**src/rtl/conv_window_sequencer_pkg.sv**
```systemverilog
// Shared definitions for the 3x3 convolution window sequencer:
// FSM state encoding, kernel geometry and the tap-to-offset tables.
package conv_pkg;

    localparam int CONV_K    = 3;
    localparam int CONV_TAPS = CONV_K * CONV_K;

    localparam logic [3:0] LAST_TAP = 4'd8;

    typedef enum logic [2:0] {
        IDLE  = 3'd0,
        FETCH = 3'd1,
        DRAIN = 3'd2,
        STORE = 3'd3,
        DONE  = 3'd4
    } state_t;

    // Row offset (ky) and column offset (kx) of each kernel tap, raster order.
    localparam logic [1:0] TAP_KY [CONV_TAPS] = '{2'd0, 2'd0, 2'd0,
                                                  2'd1, 2'd1, 2'd1,
                                                  2'd2, 2'd2, 2'd2};
    localparam logic [1:0] TAP_KX [CONV_TAPS] = '{2'd0, 2'd1, 2'd2,
                                                  2'd0, 2'd1, 2'd2,
                                                  2'd0, 2'd1, 2'd2};

endpackage

```
**src/rtl/conv_window_sequencer_if.sv**
```systemverilog
// Handshake and address bus between the window sequencer, the layer
// control FSM, the feature-map memory, the MAC and the result register file.
interface conv_window_sequencer_if #(
    parameter int ADDR_W = 10
);
    logic              start;
    logic              store_ready;
    logic              busy;
    logic              done;
    logic              rd_en;
    logic [ADDR_W-1:0] rd_addr;
    logic [3:0]        tap_idx;
    logic              mac_clr;
    logic              mac_en;
    logic              store;
    logic [ADDR_W-1:0] out_addr;

    modport master (
        input  start, store_ready,
        output busy, done, rd_en, rd_addr, tap_idx, mac_clr, mac_en, store, out_addr
    );

    modport slave (
        output start, store_ready,
        input  busy, done, rd_en, rd_addr, tap_idx, mac_clr, mac_en, store, out_addr
    );
endinterface

```
**src/rtl/conv_window_sequencer_window_counter.sv**
```systemverilog
// Row/column position of the current 3x3 window. Advances in raster order
// on inc, wraps the column at COL_LAST and the row at ROW_LAST, and flags
// the final window of the channel.
module window_counter #(
    parameter int CNT_W    = 5,
    parameter int ROW_LAST = 25,
    parameter int COL_LAST = 25
) (
    input  logic             clk,
    input  logic             rst,
    input  logic             clear,
    input  logic             inc,
    output logic [CNT_W-1:0] row,
    output logic [CNT_W-1:0] col,
    output logic             last
);
    localparam logic [CNT_W-1:0] ROW_MAX = CNT_W'(ROW_LAST);
    localparam logic [CNT_W-1:0] COL_MAX = CNT_W'(COL_LAST);
    localparam logic [CNT_W-1:0] ONE     = CNT_W'(1);

    // Step to the next window position; a fresh pass starts at the origin.
    always_ff @(posedge clk or posedge rst) begin
        if (rst) begin
            row <= '0;
            col <= '0;
        end else if (clear) begin
            row <= '0;
            col <= '0;
        end else if (inc) begin
            if (col == COL_MAX) begin
                col <= '0;
                row <= (row == ROW_MAX) ? '0 : row + ONE;
            end else begin
                col <= col + ONE;
            end
        end
    end

    assign last = (row == ROW_MAX) && (col == COL_MAX);

endmodule

```
**src/rtl/conv_window_sequencer.sv**
```systemverilog
// Walks every valid 3x3 window of an H x W channel, issuing nine reads per
// window, driving the MAC strobes one cycle behind the reads (memory has a
// one-cycle latency) and handing each output pixel over via store/store_ready.
module conv_window_sequencer
    import conv_pkg::*;
#(
    parameter int H      = 28,
    parameter int W      = 28,
    parameter int K      = 3,
    parameter int ADDR_W = 10
) (
    input  logic                   clk,
    input  logic                   rst,
    conv_window_sequencer_if.master bus
);
    localparam int CNT_W    = $clog2(((H > W) ? H : W) + 1);
    localparam int ROW_LAST = H - K;
    localparam int COL_LAST = W - K;
    localparam int OUT_W    = W - K + 1;

    localparam logic [ADDR_W-1:0] W_A   = ADDR_W'(W);
    localparam logic [ADDR_W-1:0] OUT_A = ADDR_W'(OUT_W);

    state_t           state;
    state_t           next_state;
    logic [3:0]       tap;
    logic             mac_en_q;
    logic [3:0]       tap_q;
    logic             cnt_clear;
    logic             cnt_inc;
    logic             last_win;
    logic [CNT_W-1:0] row;
    logic [CNT_W-1:0] col;

    logic [ADDR_W-1:0] fetch_addr;
    logic [ADDR_W-1:0] pix_addr;

    logic              busy;
    logic              done;
    logic              rd_en;
    logic [ADDR_W-1:0] rd_addr;
    logic              store;
    logic [ADDR_W-1:0] out_addr;

    assign cnt_clear = (state == IDLE) && bus.start;
    assign cnt_inc   = (state == STORE) && bus.store_ready;

    window_counter #(
        .CNT_W    (CNT_W),
        .ROW_LAST (ROW_LAST),
        .COL_LAST (COL_LAST)
    ) u_window_counter (
        .clk   (clk),
        .rst   (rst),
        .clear (cnt_clear),
        .inc   (cnt_inc),
        .row   (row),
        .col   (col),
        .last  (last_win)
    );

    // State register.
    always_ff @(posedge clk or posedge rst) begin
        if (rst) begin
            state <= IDLE;
        end else begin
            state <= next_state;
        end
    end

    // Next-state logic: nine fetches, one drain, then wait for the store handshake.
    always_comb begin
        next_state = state;
        case (state)
            IDLE:    if (bus.start) next_state = FETCH;
            FETCH:   if (tap == LAST_TAP) next_state = DRAIN;
            DRAIN:   next_state = STORE;
            STORE:   if (bus.store_ready) next_state = last_win ? DONE : FETCH;
            DONE:    next_state = IDLE;
            default: next_state = IDLE;
        endcase
    end

    // Tap counter runs only while fetching and is back at 0 for the next window.
    always_ff @(posedge clk or posedge rst) begin
        if (rst) begin
            tap <= 4'd0;
        end else if (state == FETCH) begin
            tap <= (tap == LAST_TAP) ? 4'd0 : tap + 4'd1;
        end else begin
            tap <= 4'd0;
        end
    end

    // Delay the read strobe and tap by one cycle to line up with returning data.
    always_ff @(posedge clk or posedge rst) begin
        if (rst) begin
            mac_en_q <= 1'b0;
            tap_q    <= 4'd0;
        end else begin
            mac_en_q <= (state == FETCH);
            tap_q    <= (state == FETCH) ? tap : 4'd0;
        end
    end

    // Feature-map address of the current tap and linear index of the output pixel.
    always_comb begin
        fetch_addr = (ADDR_W'(row) + ADDR_W'(TAP_KY[tap])) * W_A
                   + ADDR_W'(col) + ADDR_W'(TAP_KX[tap]);
        pix_addr   = ADDR_W'(row) * OUT_A + ADDR_W'(col);
    end

    // Output decode: every output is quiet unless its state is active.
    always_comb begin
        busy     = 1'b0;
        done     = 1'b0;
        rd_en    = 1'b0;
        rd_addr  = '0;
        store    = 1'b0;
        out_addr = '0;
        case (state)
            FETCH: begin
                busy    = 1'b1;
                rd_en   = 1'b1;
                rd_addr = fetch_addr;
            end
            DRAIN: begin
                busy = 1'b1;
            end
            STORE: begin
                busy     = 1'b1;
                store    = 1'b1;
                out_addr = pix_addr;
            end
            DONE: begin
                done = 1'b1;
            end
            default: begin
                busy = 1'b0;
            end
        endcase
    end

    assign bus.busy     = busy;
    assign bus.done     = done;
    assign bus.rd_en    = rd_en;
    assign bus.rd_addr  = rd_addr;
    assign bus.store    = store;
    assign bus.out_addr = out_addr;
    assign bus.mac_en   = mac_en_q;
    assign bus.tap_idx  = tap_q;
    assign bus.mac_clr  = mac_en_q && (tap_q == 4'd0);

endmodule

```
**src/flat_wrapper.sv**
```systemverilog
// flat-port wrapper written by rule: the top's interface ports become plain ports
module conv_window_sequencer_flat import conv_pkg::*;
#(
    parameter int H      = 28,
    parameter int W      = 28,
    parameter int K      = 3,
    parameter int ADDR_W = 10
)
  (clk, rst, bus_start, bus_store_ready, bus_busy, bus_done, bus_rd_en, bus_rd_addr, bus_tap_idx, bus_mac_clr, bus_mac_en, bus_store, bus_out_addr);
  conv_window_sequencer_if #(.ADDR_W(ADDR_W)) bus_i ();
  input  logic clk;
  input  logic rst;
  input wire logic [$bits(bus_i.start)-1:0] bus_start;
  input wire logic [$bits(bus_i.store_ready)-1:0] bus_store_ready;
  output wire logic [$bits(bus_i.busy)-1:0] bus_busy;
  output wire logic [$bits(bus_i.done)-1:0] bus_done;
  output wire logic [$bits(bus_i.rd_en)-1:0] bus_rd_en;
  output wire logic [$bits(bus_i.rd_addr)-1:0] bus_rd_addr;
  output wire logic [$bits(bus_i.tap_idx)-1:0] bus_tap_idx;
  output wire logic [$bits(bus_i.mac_clr)-1:0] bus_mac_clr;
  output wire logic [$bits(bus_i.mac_en)-1:0] bus_mac_en;
  output wire logic [$bits(bus_i.store)-1:0] bus_store;
  output wire logic [$bits(bus_i.out_addr)-1:0] bus_out_addr;
  assign bus_i.start = bus_start;
  assign bus_i.store_ready = bus_store_ready;
  assign bus_busy = bus_i.busy;
  assign bus_done = bus_i.done;
  assign bus_rd_en = bus_i.rd_en;
  assign bus_rd_addr = bus_i.rd_addr;
  assign bus_tap_idx = bus_i.tap_idx;
  assign bus_mac_clr = bus_i.mac_clr;
  assign bus_mac_en = bus_i.mac_en;
  assign bus_store = bus_i.store;
  assign bus_out_addr = bus_i.out_addr;
  conv_window_sequencer #(.H(H), .W(W), .K(K), .ADDR_W(ADDR_W)) u_core (.clk(clk), .rst(rst), .bus(bus_i));
endmodule
```
**config.mk**
```make
export PLATFORM = sky130hd
export DESIGN_NAME = conv_window_sequencer_flat
export DESIGN_NICKNAME = d
export VERILOG_FILES = /design/src/rtl/conv_window_sequencer_pkg.sv /design/src/rtl/conv_window_sequencer_if.sv /design/src/rtl/conv_window_sequencer_window_counter.sv /design/src/rtl/conv_window_sequencer.sv /design/src/flat_wrapper.sv
export SDC_FILE = /design/constraint.sdc
export NUM_CORES = 1
export LEC_CHECK = 0
export BUFFER_PORTS_ARGS = -buffer_cell sky130_fd_sc_hd__buf_2
export CAP_MARGIN = 0
export CELL_PAD_IN_SITES_DETAIL_PLACEMENT = 2
export CELL_PAD_IN_SITES_GLOBAL_PLACEMENT = 2
export CORE_MARGIN = 5
export CORE_UTILIZATION = 28
export CTS_CLUSTER_SIZE = 14
export DETAILED_ROUTE_END_ITERATION = 10
export HOLD_SLACK_MARGIN = 0.1
export PLACE_DENSITY = 0.66
export SYNTH_ARGS = -nofsm -noshare
export SYNTH_HDL_FRONTEND = slang
export SYNTH_SLANG_ARGS = --single-unit
```
**constraint.sdc**
```tcl
create_clock -name clk -period 8.95 [get_ports clk]
set_clock_uncertainty 0.15 [all_clocks]
set_input_delay 0.4475 -clock clk [delete_from_list [all_inputs] [get_ports clk]]
set_output_delay 0.4475 -clock clk [all_outputs]
set_load 0.05 [all_outputs]
```
== Word-level counts from Yosys, hierarchy flattened ==
Memory sizes are Yosys's and may differ from the RTL's.
Cells that the tools add are included.
W data, S select, Z words.

* Memories kept: 2
* Output and inout bits: 30
* Register bits: 22
* Word-level logic and storage cells: 65
* Memory bits (read-only): 64

* Mux-type cells: 25
* Order comparisons: 1
* Reduce and logical (&&, ||, !) cells: 11
* Add/subtract/negate cells: 7
* Equal/unequal tests: 10
* Bitwise logic cells: 1
* Multiply operators: 2

{| class="wikitable"
|+ Memories
! memory !! depth !! width !! read ports !! clocked after Yosys merged registers in !! wr ports !! RTL line !! text
|-
| (name not given) || 16 || 2 || 1 || 0 || 0 || conv_window_sequencer.sv:108 || <nowiki>fetch_addr = (ADDR_W'(row) + ADDR_W'(TAP_KY[tap])) * W_A</nowiki>
|-
| (name not given) || 16 || 2 || 1 || 0 || 0 || conv_window_sequencer.sv:109 || <nowiki>+ ADDR_W'(col) + ADDR_W'(TAP_KX[tap]);</nowiki>
|}

{| class="wikitable"
|+ Operators by type and width
! cell !! count
|-
| $mux W5 || 7
|-
| $add A10 B5 Y10 || 2
|-
| $mux W10 || 2
|-
| $mux W3 || 4
|-
| $mux W4 || 3
|-
| $pmux W3 S4 || 1
|-
| $add A10 B2 Y10 || 1
|-
| $add A5 B1 Y5 const B || 2
|-
| $eq A5 B5 Y1 const B || 2
|-
| $mul A10 B3 Y8 const B || 1
|-
| $mul A5 B4 Y9 const B || 1
|-
| $mux W2 || 4
|-
| $add A5 B2 Y6 || 1
|-
| $eq A3 B2 Y1 const B || 2
|-
| $ne A2 B2 Y1 const B || 3
|-
| $ge A5 B5 Y1 const B || 1
|-
| $not A4 Y5 || 1
|-
| $add A4 B1 Y4 const B || 1
|-
| $eq A4 B4 Y1 const B || 1
|-
| $logic_and A1 B1 Y1 || 4
|-
| $logic_not A4 Y1 || 1
|-
| $mux W1 || 4
|-
| $reduce_bool A2 Y1 || 2
|-
| $eq A3 B1 Y1 const B || 1
|-
| other kinds (5) || 5
|}

== Logic depth before layout (Yosys ltp) ==
Gate-level depths: netlist (run 1).

* Depth after elaboration: 9
* Depth in mapped cells: 19
* Mapped depth without buffers: 18

== By module ==
A second synthesis (run 1) with hierarchy kept.

* Cell total of the unflattened synthesis: 309
* Area, all modules: 2758.9 µm²

{| class="wikitable"
|+ By module, submodules not included
! module !! sequential area each (µm²) !! cells an instance !! instances !! area each (µm²)
|-
| conv_window_sequencer || 300.3 || 246 || 1 || 2142.1
|-
| window_counter || 250.2 || 63 || 1 || 616.8
|}

== Least setup slack after synthesis (run 1) ==
No wires, ideal clock.

* Path type: reg-to-output
* Start: register u_core.tap[2]
* End: output bus_rd_addr[9]
* Required time: 8.352 ns
* Buffers on the path: 1
* Data arrival time: 4.496 ns
* Setup slack: 3.857 ns
* Stages on the path, launching flop included: 17
* Cell sequence: dfrtp_1 -> clkbuf_1 -> a21oi_1 -> inv_1 -> nor2_1 -> ha_1 -> inv_1 -> fa_1 -> xnor2_1 -> fa_1 -> ha_1 -> fa_1 -> a21o_1 -> a21oi_1 -> xnor2_1 -> a31o_2 -> a21oi_1

* Word-level cells in the longest chain between the ends: 9

{| class="wikitable"
|+ RTL lines
! item !! RTL line !! text
|-
| start, declared || conv_window_sequencer.sv:26 || <nowiki>logic [3:0] tap;</nowiki>
|-
| start signal, assigned || conv_window_sequencer.sv:89 || <nowiki>tap <= (tap == LAST_TAP) ? 4'd0 : tap + 4'd1;</nowiki>
|-
| $not A4 Y5 (not written as such) (*) || conv_window_sequencer.sv:108, conv_window_sequencer.sv:109 ||
|-
| $mem_v2 Z16 W2 || n/a ||
|-
| $mux W2 (not written as such) (2 in series) || conv_window_sequencer.sv:108 ||
|-
| $add A5 B2 Y6 || conv_window_sequencer.sv:108 ||
|-
| $mul A10 B3 Y8 || conv_window_sequencer.sv:108 ||
|-
| $add A10 B5 Y10 || conv_window_sequencer.sv:109 ||
|-
| $add A10 B2 Y10 (*) || conv_window_sequencer.sv:109 ||
|-
| $mux W10 (*) || conv_window_sequencer.sv:121 || <nowiki>case (state)</nowiki>
|-
| end, declared || flat_wrapper.sv:18 || <nowiki>output wire logic [$bits(bus_i.rd_addr)-1:0] bus_rd_addr;</nowiki>
|}

Every way passes the cells marked *; elsewhere a longest branch is shown, timed or not. The select of a mux whose other input is x is not followed.

== Worst setup path after layout (run 1) ==
* Start: register u_core.tap[2]
* End: output bus_rd_addr[8]

Same word-level chain as after synthesis.

==> reports/metrics.csv, run 1 <==
metric,value,unit
status,finished clean,
final_common_cell,ha_1,
instances_no_fill,441,
start_kind,register,
setup_tns,0,ps
relSlewSlack,0.439,
postCtsHoldBufs,0,
slew_viol_final,0,
synth_top_area_share,0.213,
synth_simple_gate_area_frac,0.184,
fmax,186,MHz
grt_max_degree,23,
grt_pass1_vias,2502,
drc_errors,0,
layout_common_cells,"ha_1 (44), nor2_1 (42), inv_1 (33), buf_2 (33), dfrtp_1 (22)",
worstSetupPathType,register to output pin,
synth_cell_types,49,
worstMarginPinSlew,841,ps
hold_class,primary input to asynchronous set/reset pin,
cp-end-kind,output pin,
root_buffer,clkbuf_8,
clk_latency,260,ps
path_clk_slew,80,ps
ant_nets,0,
grt_setup_unrepaired,false,
synthAdderAreaFrac,0.268,
synthXorXnorAreaFrac,0.0951,
wl_per_cell,15.4,um
syn_area_per_cell,8.66,sq um
cts_sinks,22,
ios,34,
antenna_found_initial,0,
period_needed,5360,ps
arrival,4770,ps
grt_overflow,0,
synth-edff-count,0,
antennaDiodeCount,0,
cts_setup_buffers,0,
synthTopCellsByArea,"dfrtp_1 (21%), ha_1 (21%), xnor2_1 (7.1%)",
synth_compound_area_frac,0.173,
syn_to_final_growth,13.4,%
start_util,0.283,
synth_top_family_by_area,adder cells,
routed_wl,6.81,mm
dr.pass1.iters,4,
core_area,9110,sq um
die_area,11200,sq um
ys.flop_type,dfrtp_1,
drt-initial-drc-count,40,
ys_seq_elements,22,
syn_area,2580,sq um
synthMuxAreaShare,0.00824,
synth_async_sr_flop_share,1.00,
htreeDepth,1,
nFillCells,1065,
cts_buffers,3,
maxCapViolations,0,
num_rows,35,
postSynthCellCount,298,
nNetsFinal,386,
hold_violations,0,
dp_hpwl,5.69,mm
die_y,106,um
grt_usage,0.128,
num_vias,2215,
die_x,106,um
cts_tree,built,
clockBufferDepth,2,
path_max_fanout,9,
crit_required,8350,ps
drive_above_1_share,0.133,
grt_pass1_wl,11.9,mm
setup_viol,0,
seq_area_frac_synth,0.213,
yosysTopAreaCell,dfrtp_1,
place_inst,437,
yosys_warnings,0,
globalplace.congestion,0.725,
via_per_inst,5.02,
final.period_utilization,0.599,
cts_resized,0,
syn_nets,353,
io_buffers,33,
## cells by family after synthesis
group,Yosys count
AOI/OAI and AO/OA,62
xor gates and xnor gates,28
adders and majority gates,51
buffers and inverters,38
DFF,22
muxes,2
and+or+nand+nor,95
## per-stage QoR
stage                      util  hold slack (ps)  worst slack, ps  area, sq um
after floorplan               -              287             3860         2580
after global placement    0.313              398             3980         2860
after detailed placement  0.313              402             3800         2860
after CTS                 0.321              227             3480         2930
after global routing      0.321              264             3160         2930
final                     0.321              188             3590         2930
## routing by layer
metal  part of all wire  wire (um)  global-route usage
met1               0.45       3070               0.152
met2               0.52       3540               0.244
met3              0.017        113              0.0128
met4              0.013         89              0.0342
met5                  0          0                   0
## area by class of cell
class,instances,area [sq um],share of cell area
Tap cell,111,139,0.0475
Multi-Input combinational cell,238,1880,0.641
Clock inverter,1,30.0,0.0103
Inverter,33,124,0.0423
Clock buffer,3,41.3,0.0141
Sequential cell,22,551,0.188
Timing Repair Buffer,33,165,0.0564
## sequential cells by signal, summed over array words and instances (netlist names)
signal	count
u_core.state	3
u_core.u_window_counter.row	5
u_core.bus.mac_en	1
u_core.bus.tap_idx	4
u_core.u_window_counter.col	5
u_core.tap	4
## path summary, 6_finish.rpt
| kind | startpoint | to | slack (ps) | depth (start not counted) |
|---|---|---|---|---|
| min in group clk | bus_store_ready | u_core.u_window_counter.col[0] | 390 | 3 |
| setup / recovery | u_core.tap[2] | bus_rd_addr[8] | 3590 | 16 |
| max in group asynchronous | rst | u_core.u_window_counter.col[4] | 7940 | 2 |
| hold reg to reg | u_core.tap[0] | u_core.tap[0] | 420 | 1 |
| setup reg to reg | u_core.state[2] | u_core.state[0] | 6510 | 5 |
| hold / removal | rst | u_core.state[1] | 190 | 2 |
## critical path, cell delays in order (launching register included)
cell	delay, ps
dfrtp_1	490
a21oi_1	290
inv_1	100
nor2_1	110
ha_1	180
inv_1	60
fa_1	390
xnor2_1	470
fa_1	520
ha_1	230
fa_1	410
xnor2_1	180
nand2b_1	170
a2111oi_0	390
xnor2_1	130
nor2_1	100
buf_2	280
## synth_stat cells, types with 3 or more instances
library cell and count:
a211o_1 3, fa_1 7, dfrtp_1 22, nor2_1 42, a21o_1 9, a211oi_1 4
inv_1 33, nand2_1 9, o21a_1 4, o21bai_1 3, nand2b_1 3, xnor2_1 21
ha_1 44, o21ai_0 10, nand3_1 4, nor2b_1 5, and2_1 8, xor2_1 7
nand4_1 4, nor3_1 5, a21oi_1 13
Power of run 1 is left out: the tool's default activity adds up to more than one toggle a clock period on the data nets, which glitch-free logic cannot reach.
==> run 2: changes to the inputs <==
Clock period 8.95 ns to 5.6 ns, I/O delays scaled along.
==> run 2 against run 1 <==
Final cell count increased by 0.23%. Largest cell class unchanged. Clock-buffer cell count unchanged. Die area unchanged. Routed wire length increased by 1.9%.
==> reports/metrics.csv, run 2 (synthesized netlist as in run 1, its figures left out) <==
metric,value,unit
setup_tns,0,ps
slew_viol_final,0,
drc_errors,0,
grt_setup_unrepaired,false,
maxCapViolations,0,
nFillCells,1062,
cts_sinks,22,
hold_violations,0,
largestRegisters,"u_core.u_window_counter.col (5), u_core.u_window_counter.row (5)",
via_per_inst,4.98,
fin_area,2940,sq um
cp-end-kind,output pin,
whs,215,ps
num_vias,2199,
root_buffer,clkbuf_8,
grt_pass1_vias,2479,
antennaDiodeCount,0,
crit_required,5170,ps
drive_above_1_share,0.136,
status,finished clean,
pre_cts_ws,592,ps
fin_ws,527,ps
placed_area,2860,sq um
htreeDepth,1,
fmax,197,MHz
drt-initial-drc-count,39,
path_clk_slew,90,ps
start_util,0.283,
die_x,106,um
cts_buffers,3,
final_common_cell,ha_1,
arrival,4640,ps
antenna_found_initial,0,
worstMarginPinSlew,868,ps
grt_pass1_wl,12.2,mm
cts_setup_buffers,0,
dp_hpwl,5.74,mm
relSlewSlack,0.420,
die_y,106,um
period_needed,5070,ps
num_rows,35,
cts_tree,built,
core_area,9110,sq um
wl_met1,3.19,mm
wl_per_cell,15.7,um
multi_input_area,1880,sq um
start_kind,register,
path_max_fanout,9,
ant_nets,0,
hold_class,primary input to register,
grt_overflow,0,
setup_viol,0,
nNetsFinal,387,
io_buffers,33,
wl_met3,95,um
routed_wl,6.94,mm
top_layer,met4,
layout_common_cells,"ha_1 (44), nor2_1 (42), inv_1 (33), buf_2 (33), dfrtp_1 (22)",
worstSetupPathType,register to output pin,
globalplace.congestion,0.725,
clk_latency,270,ps
final.period_utilization,0.906,
dr.pass1.iters,4,
clockBufferDepth,2,
syn_to_final_growth,14.1,%
die_area,11200,sq um
seq_area,551,sq um
wl_met2,3.63,mm
grt_max_degree,23,
grt_usage,0.131,
ios,34,
-- run 2: changes by cell type in the layout (fill, tap and decap cells not counted) --
cell	change
xnor2_2	+1
xnor2_1	-1
dlygate4sd3_1	+1
-- run 2: worst paths after layout --
path	from	to	slack (ps)	depth (start not counted)
hold / removal	bus_store_ready	u_core.u_window_counter.col[0]	220	3
setup reg to reg	u_core.state[2]	u_core.state[0]	3150	5
hold reg to reg	u_core.tap[0]	u_core.tap[0]	420	1
setup / recovery	u_core.tap[2]	bus_rd_addr[8]	530	16
min in group asynchronous	rst	u_core.state[1]	580	3
max in group asynchronous	rst	u_core.tap[2]	4190	3
-- run 2: repair_timing --
item / CTS / global route
resized for setup: 0 / 1
endpoints found under the setup margin: 0 / 1
hold buffers: 1 / 0
endpoints found under the hold margin: 22 / 0
-- run 2: stage by stage --
step | utilization | cells
finish | 0.323 | 442
global route | 0.323 | 442
CTS | 0.322 | 442
detailed placement | 0.313 | 437
global placement | 0.313 | 437
floorplan | - | 298
-- run 2: per-layer routing --
layer	vias to the layer above	global-route usage
met4	0	0.0250
li1	1093	-
met1	1087	0.160
met2	17	0.250
met3	2	0.0109
met5	-	0
-- run 2: layout make-up --
type | count | share of cell area
Sequential cell | 22 | 0.187
Clock buffer | 3 | 0.0140
Multi-Input combinational cell | 238 | 0.640
Timing Repair Buffer | 34 | 0.0595
Tap cell | 111 | 0.0472
Clock inverter | 1 | 0.0102
Inverter | 33 | 0.0421
-- run 2: worst max-delay path, stage by stage (launching register included) --
cell	delay, ps
dfrtp_1	500
a21oi_1	290
inv_1	110
nor2_1	120
ha_1	190
inv_1	60
fa_1	420
xnor2_2	320
fa_1	480
ha_1	220
fa_1	400
xnor2_1	190
nand2b_1	180
a2111oi_0	390
xnor2_1	120
nor2_1	100
buf_2	280
Power of run 2 is left out for the same reason.
